## config.mk

```make
export PLATFORM = sky130hd
export DESIGN_NAME = writeback_unit
export DESIGN_NICKNAME = d
export VERILOG_FILES = /design/src/rtl/proc_defs.sv /design/src/rtl/lane_serializer.sv /design/src/rtl/writeback_unit.sv
export SDC_FILE = /design/constraint.sdc
export NUM_CORES = 1
export LEC_CHECK = 0
export CAP_MARGIN = 10
export CORE_MARGIN = 3
export CORE_UTILIZATION = 55
export CTS_BUF_LIST = sky130_fd_sc_hd__clkbuf_4
export DETAILED_ROUTE_END_ITERATION = 7
export DONT_BUFFER_PORTS = 1
export GPL_TIMING_DRIVEN = 0
export PLACE_DENSITY = 0.78
export REMOVE_ABC_BUFFERS = 1
export SYNTH_ARGS = -nofsm -noshare
export SYNTH_HDL_FRONTEND = slang
export SYNTH_HIERARCHICAL = 1
export SYNTH_SLANG_ARGS = --single-unit
```

## constraint.sdc

```tcl
create_clock -name clk -period 2.4 [get_ports clk]
set_clock_uncertainty 0.05 [all_clocks]
set_input_delay 0.12 -clock clk [delete_from_list [all_inputs] [get_ports clk]]
set_output_delay 0.12 -clock clk [all_outputs]
set_load 0.05 [all_outputs]
```

## src/rtl/proc_defs.sv

```systemverilog
// Shared definitions for the image-filter pipeline writeback stage.
package proc_defs;

  localparam int unsigned LANES      = 5;
  localparam int unsigned LANE_W     = 8;
  localparam int unsigned DATA_W     = 32;
  localparam int unsigned REG_W      = 4;
  localparam int unsigned LANE_IDX_W = 3;

  typedef enum logic {
    StIdle = 1'b0,
    StVec  = 1'b1
  } wb_state_e;

endpackage

```

## src/rtl/lane_serializer.sv

```systemverilog
// Latches a vector result and emits it one lane per cycle, lane 0 first.
module lane_serializer #(
  parameter int unsigned LANES  = proc_defs::LANES,
  parameter int unsigned LANE_W = proc_defs::LANE_W,
  parameter int unsigned IDX_W  = proc_defs::LANE_IDX_W
) (
  input  logic                    clk,
  input  logic                    rst,
  input  logic                    load,
  input  logic                    advance,
  input  logic [LANES*LANE_W-1:0] vec_in,
  output logic [LANE_W-1:0]       lane_data,
  output logic [IDX_W-1:0]        lane_idx,
  output logic                    we,
  output logic                    last
);

  logic [LANES*LANE_W-1:0] vec_q;
  logic [IDX_W-1:0]        lane_q;
  logic [IDX_W-1:0]        lane_nxt;
  logic [LANE_W-1:0]       data_q;
  logic                    we_q;

  assign lane_nxt = lane_q + 1'b1;
  assign last     = (lane_q == IDX_W'(LANES - 1));

  // Load shows lane 0 next cycle; advance steps to the following lane; otherwise park at 0.
  always_ff @(posedge clk or posedge rst) begin
    if (rst) begin
      vec_q  <= '0;
      lane_q <= '0;
      data_q <= '0;
      we_q   <= 1'b0;
    end else if (load) begin
      vec_q  <= vec_in;
      lane_q <= '0;
      data_q <= vec_in[LANE_W-1:0];
      we_q   <= 1'b1;
    end else if (advance) begin
      lane_q <= lane_nxt;
      data_q <= vec_q[int'(lane_nxt)*LANE_W +: LANE_W];
      we_q   <= 1'b1;
    end else begin
      lane_q <= '0;
      we_q   <= 1'b0;
    end
  end

  assign lane_data = data_q;
  assign lane_idx  = lane_q;
  assign we        = we_q;

endmodule

```

## src/rtl/writeback_unit.sv

```systemverilog
// Writeback stage: scalar results in one cycle, vector results serialised lane by lane.
module writeback_unit #(
  parameter int unsigned LANES  = proc_defs::LANES,
  parameter int unsigned LANE_W = proc_defs::LANE_W,
  parameter int unsigned DATA_W = proc_defs::DATA_W,
  parameter int unsigned REG_W  = proc_defs::REG_W
) (
  input  logic                    clk,
  input  logic                    rst,
  input  logic                    in_valid,
  output logic                    in_ready,
  input  logic                    in_wb_en,
  input  logic                    in_is_vec,
  input  logic                    in_sel_mem,
  input  logic [DATA_W-1:0]       in_alu_res,
  input  logic [DATA_W-1:0]       in_mem_res,
  input  logic [LANES*LANE_W-1:0] in_vec_res,
  input  logic [REG_W-1:0]        in_rd,
  output logic [REG_W-1:0]        Rg_WB,
  output logic [DATA_W-1:0]       DinC,
  output logic                    WE_C,
  output logic [LANE_W-1:0]       DinV_8bit,
  output logic                    WE_V,
  output logic [2:0]              lane_idx,
  output logic                    wb_busy,
  output logic [REG_W-1:0]        wb_rd
);

  import proc_defs::*;

  wb_state_e         state_q, state_d;
  logic              last;
  logic              xfer;
  logic              vec_start;
  logic              scalar_wr;
  logic              advance;
  logic              we_c_q;
  logic [DATA_W-1:0] dinc_q;
  logic [REG_W-1:0]  rg_q;
  logic [REG_W-1:0]  wb_rd_q;

  // Ready depends only on state and lane position, never on in_valid.
  assign in_ready  = (state_q == StIdle) || ((state_q == StVec) && last);
  assign xfer      = in_valid && in_ready;
  assign vec_start = xfer && in_is_vec && in_wb_en;
  assign scalar_wr = xfer && !in_is_vec && in_wb_en;
  assign advance   = (state_q == StVec) && !last;

  // Next-state: enter VEC on a written vector; leave after the last lane unless a new one arrives.
  always_comb begin
    state_d = state_q;
    unique case (state_q)
      StIdle: if (vec_start) state_d = StVec;
      StVec:  if (last) state_d = vec_start ? StVec : StIdle;
      default: state_d = StIdle;
    endcase
  end

  // State register.
  always_ff @(posedge clk or posedge rst) begin
    if (rst) state_q <= StIdle;
    else     state_q <= state_d;
  end

  // Scalar write port and shared write address; data and address hold between writes.
  always_ff @(posedge clk or posedge rst) begin
    if (rst) begin
      we_c_q  <= 1'b0;
      dinc_q  <= '0;
      rg_q    <= '0;
      wb_rd_q <= '0;
    end else begin
      we_c_q <= scalar_wr;
      if (scalar_wr) dinc_q <= in_sel_mem ? in_mem_res : in_alu_res;
      if (scalar_wr || vec_start) rg_q <= in_rd;
      if (vec_start) wb_rd_q <= in_rd;
    end
  end

  lane_serializer #(
    .LANES  (LANES),
    .LANE_W (LANE_W),
    .IDX_W  (3)
  ) u_lane_serializer (
    .clk       (clk),
    .rst       (rst),
    .load      (vec_start),
    .advance   (advance),
    .vec_in    (in_vec_res),
    .lane_data (DinV_8bit),
    .lane_idx  (lane_idx),
    .we        (WE_V),
    .last      (last)
  );

  assign WE_C    = we_c_q;
  assign DinC    = dinc_q;
  assign Rg_WB   = rg_q;
  assign wb_rd   = wb_rd_q;
  assign wb_busy = (state_q == StVec);

endmodule

```

==> flow_summary.ini, run 1 <==
[die]
top_level_ports = 169
start_util = 0.577
horizontal_extent_of_the_die_um = 93.9
fp-row-count = 31
floorplan.die.height_um = 93.9

[placement]
portBuffers = 0
hpwlAfterDp_mm = 6.11
globalplace.congestion = 0.705
place_ws_ns = -1.05

[synth]
synthDistinctLibCells = 30
synth.area.top_cells = dfrtp_1 55%, mux2_2 29%, mux4_1 4.3%
yosys.area_share.xor_xnor = 0.00206
yosys.area.top_type_share = 0.554
synth_sequential_area_ratio = 0.554
post_synthesis_compound_gate_area_fraction = 0.0333
synth_top_family_by_area = multiplexers
post_synth_fa_ha_maj_area_fraction = 0.00589
synth-simple-area-share = 0.0327
synth_mux_area_frac = 0.343
synth_cells = 277
synth.avg_cell_area_um2 = 15.3
yosys.area.top_type = dfrtp_1
yosys_register_bits = 94
syn_area_um2 = 4250
yosys_warnings = 6

[outcome]
first_error_line_in_the_log = [ERROR RSZ-0060] Max buffer count reached.
haltStage = 4_1_cts
status = did not finish

[clock_network]
post-cts-setup-buffers = 8
cts_inserted_buffers = 9
cts_resized = 15
ctsHoldBuffers = 101
htree_num_levels = 3
clockRootBuffer = clkbuf_4
cts-root-to-sink-buffers = 2
clock-sinks = 94
==> stage by stage <==
stage | util | std cells | TNS (ns) | area (µm²)
2_1_floorplan | - | 262 | -59.56 | 4150
3_3_place_gp | 0.580 | 361 | -110.41 | 4280
3_5_place_dp | 0.588 | 364 | -51.40 | 4330
==> cells in the mapped netlist <==
cell type    n
mux4_2       1
a221o_1      6
mux2_1       2
or3_1        1
nand2b_2     1
clkbuf_1     3
a211o_1      1
xnor2_1      1
and2_0       1
nand3_1      1
inv_2        1
mux2_2     109
nor3b_4      1
buf_2        8
nand2b_1     3
nor3_2       1
a21oi_1      1
nand3b_1     1
and2_1       2
nor2_1       5
inv_1        7
ha_1         2
nand2_1      3
a22o_1       7
mux4_1       7
buf_6        4
a31oi_1      1
dfrtp_1     94
and3b_1      1
nor2b_1      1
==> cells by family after synthesis <==
family	Yosys count
XOR/XNOR	1
buffers and inverters	23
AO/OA/AOI/OAI	16
multiplexers	119
flip-flops	94
adder cells (fa/ha/maj)	2
AND/OR/NAND/NOR	22
==> run 2, diff against run 1 <==
--- a/config.mk
+++ b/config.mk
@@ -7,12 +7,11 @@
 export LEC_CHECK = 0
 export CAP_MARGIN = 10
 export CORE_MARGIN = 3
-export CORE_UTILIZATION = 55
-export CTS_BUF_LIST = sky130_fd_sc_hd__clkbuf_4
+export CORE_UTILIZATION = 40
 export DETAILED_ROUTE_END_ITERATION = 7
 export DONT_BUFFER_PORTS = 1
 export GPL_TIMING_DRIVEN = 0
-export PLACE_DENSITY = 0.78
+export PLACE_DENSITY_LB_ADDON = 0.15
 export REMOVE_ABC_BUFFERS = 1
 export SYNTH_ARGS = -nofsm -noshare
 export SYNTH_HDL_FRONTEND = slang
==> constraint.sdc (replaced) <==
create_clock -name clk -period 3.1 [get_ports clk]
set_clock_uncertainty 0.05 [all_clocks]
set_input_delay 0.155 -clock clk [delete_from_list [all_inputs] [get_ports clk]]
set_output_delay 0.155 -clock clk [all_outputs]
set_load 0.05 [all_outputs]
==> run 2 against run 1 <==
- the flow now finishes without violations
- synthesized cell count unchanged
- area after synthesis did not move
==> flow_summary.ini, run 2 <==
[synth]
async_flop_share = 1.00
synth.avg_cell_area_um2 = 15.3
yosys_warnings = 6
synth_cells = 277
main_synth_ff_type = dfrtp_1
synth_sequential_area_ratio = 0.554
post-synth-top-count-cell = mux2_2
number_of_enable_flip_flop_cells_after_synthesis = 0
syn_area_um2 = 4250
yosys.area.top_type = dfrtp_1
synthDistinctLibCells = 30
synth.area.top_cells = dfrtp_1 55%, mux2_2 29%, mux4_1 4.3%
synth_commonest_cells = 109 x mux2_2, 94 x dfrtp_1, 8 x buf_2
yosys.area.top_type_share = 0.554
yosys_register_bits = 94

[detailed_routing]
drcViolationCount = 0
routedWlPerCell_um = 19.1
dr.first_iter.drc_count = 105
via_per_inst = 5.25
dr.pass1.iters = 4
drt.antenna.violating_nets = 0
top_layer_used = met4
route.layer.met1.wl_mm = 3.49
dr_wl_met2_mm = 4.44
drt_wl_total_mm = 8.94
routed-via-count = 2458
detailroute.wirelength.met3_um = 932

[die]
fp-row-count = 36
core_region_um2 = 10000
floorplan.die.height_um = 109
start_util = 0.423
horizontal_extent_of_the_die_um = 109
design.die.area_um2 = 11900
top_level_ports = 169

[critical_path]
timing.rr.end = u_lane_serializer/lane_data[3]
criticalPathCategory = reg2reg
cp.required_ns = 3.28
worst_setup_path_start_kind = flip-flop
critPathCaptureType = flip-flop
worst-endpoint-arrival_ns = 3.08
worst-r2r-cell-count = 10
critPathCapture = u_lane_serializer/lane_data[3]
critical_path.max_fanout = 39
reg2reg_slack_ns = 0.20
r2r-start = u_lane_serializer/lane_idx[0]
setup.worst_path.start = u_lane_serializer/lane_idx[0]

[hold_path]
hold_path.startpoint = in_alu_res[2]
worst_hold_check_path_type = in2reg

[timing]
rsz_0062_raised_after_global_routing = yes
max_clock_freq_ghz = 0.345
post-route-period-util = 0.934
worstMarginPinSlew_ns = 0.846
finalHoldViolations = 0
minimum_clock_period_ns = 2.90
slew_headroom = 0.435
post-route-worst-setup-slack_ns = 0.204
maxSlewViolCount = 0
setup_viol = 0

[finish]
layout.filler_cells = 895
final_common_cell = mux2_2
largest_register_ff_count = 40
regMostFlops = u_lane_serializer/vec_q
num-nets-final = 446
area_delta_synth_final_pct = 20.9
layout_common_cells = 109 x mux2_2, 92 x dfrtp_1, 54 x dlygate4sd3_1, 9 x clkbuf_8
antenna_cells_inserted = 0
layoutNonFillerInstCount = 468
layout-drive-gt1-share = 0.418

[placement]
portBuffers = 0
globalplace.congestion = 0.661
hpwlAfterDp_mm = 6.31
post-place-cells = 398
place_ws_ns = -0.742

[grt]
grt_use_total = 0.146
first_global_vias = 2532
maximum_number_of_pins_on_one_net_before_global_route_repair = 43
global_route_wire_length_before_repair_mm = 13.3
overflow = 0
initial_antenna_violation_count = 0

[power_and_ir_drop]
max_vdd_drop_v = 0.000426
power_density_nw_per_um2 = 1110
static-leakage-power_nw = 2.17
p_total_mw = 5.69

[clock_network]
clock_insertion_delay_at_the_later_pin_of_the_skew_report_ns = 0.35
cts_inserted_buffers = 9
htree_num_levels = 3
clock-sinks = 94
clockRootBuffer = clkbuf_8
post-cts-setup-buffers = 0
cts-root-to-sink-buffers = 2
cts_tree = yes
clkSlewWorstSetupHoldPaths_ns = 0.10

[outcome]
status = finished, final reports clean

[job]
timing.max_cap.violations = 0
-- run 2: through the flow --
step | setup TNS (ns) | hold WS, ns | cell area (µm²) | util
finish | 0 | 0.0192 | 5140 | 0.511
global placement | -68.59 | 0.231 | 4320 | 0.430
floorplan | -4.19 | 0.222 | 4150 | -
global route | -0.0298 | 0.000825 | 5140 | 0.511
detailed placement | -8.51 | -0.0299 | 4370 | 0.435
CTS | 0 | 0.00271 | 5050 | 0.503
-- run 2: routing by layer --
metal / track usage / vias to the layer above
met5: 0 / -
met4: 0.0406 / 0
met3: 0.0598 / 8
met2: 0.248 / 122
met1: 0.169 / 1217
li1: - / 1111
-- run 2: area by class of cell --
type	instances	area (µm²)	area share
clock buffers	10	128	0.0248
clock inverters	6	68.8	0.0134
inverters	8	32.5	0.00633
multi-input cells	160	1790	0.348
flip-flops and latches	94	2360	0.459
well taps	133	166	0.0324
repair buffers	57	596	0.116
-- run 2: logic make-up after synthesis --
logic type	share of synthesized area
multiplexers	0.343
flip-flops	0.554
buffers and inverters	0.0297
AND/OR/NAND/NOR	0.0327
AO/OA/AOI/OAI	0.0333
adder cells (fa/ha/maj)	0.00589
XOR/XNOR	0.00206
-- run 2: worst min-delay path by stage --
stage                               endpoint  slack [ns]  cells past startpoint
6_report                             DinC[2]        0.02                      2
3_5_place_dp   u_lane_serializer/lane_idx[0]       -0.03                      1
4_1_cts                              DinC[2]       0.003                      2
5_1_grt                             DinC[26]      0.0008                      2
3_3_place_gp     u_lane_serializer/vec_q[32]        0.23                      2
2_1_floorplan    u_lane_serializer/vec_q[32]        0.22                      2
-- run 2: critical path, stage by stage (launching register included) --
cell and delay [ns]:
dfrtp_4 0.63, inv_1 0.10, ha_1 0.13, and2_1 0.13
nand2b_4 0.26, nand3_1 0.21, inv_4 0.25, buf_12 0.26
nand2b_2 0.26, nor3_4 0.09, a221o_1 0.39
-- run 2: timing repair --
item	CTS	global route
hold buffers	46	8
hold endpoints to repair	152	5
endpoints found under the setup margin	34	8
resized for setup	8	1
pin swaps	1	0
-- run 2: power by group --
part / switching (mW) / internal, mW
logic: 0.554 / 0.860
clock network: 0.448 / 0.381
registers: 1.63 / 1.81
Power figures use the tool's default switching activity.
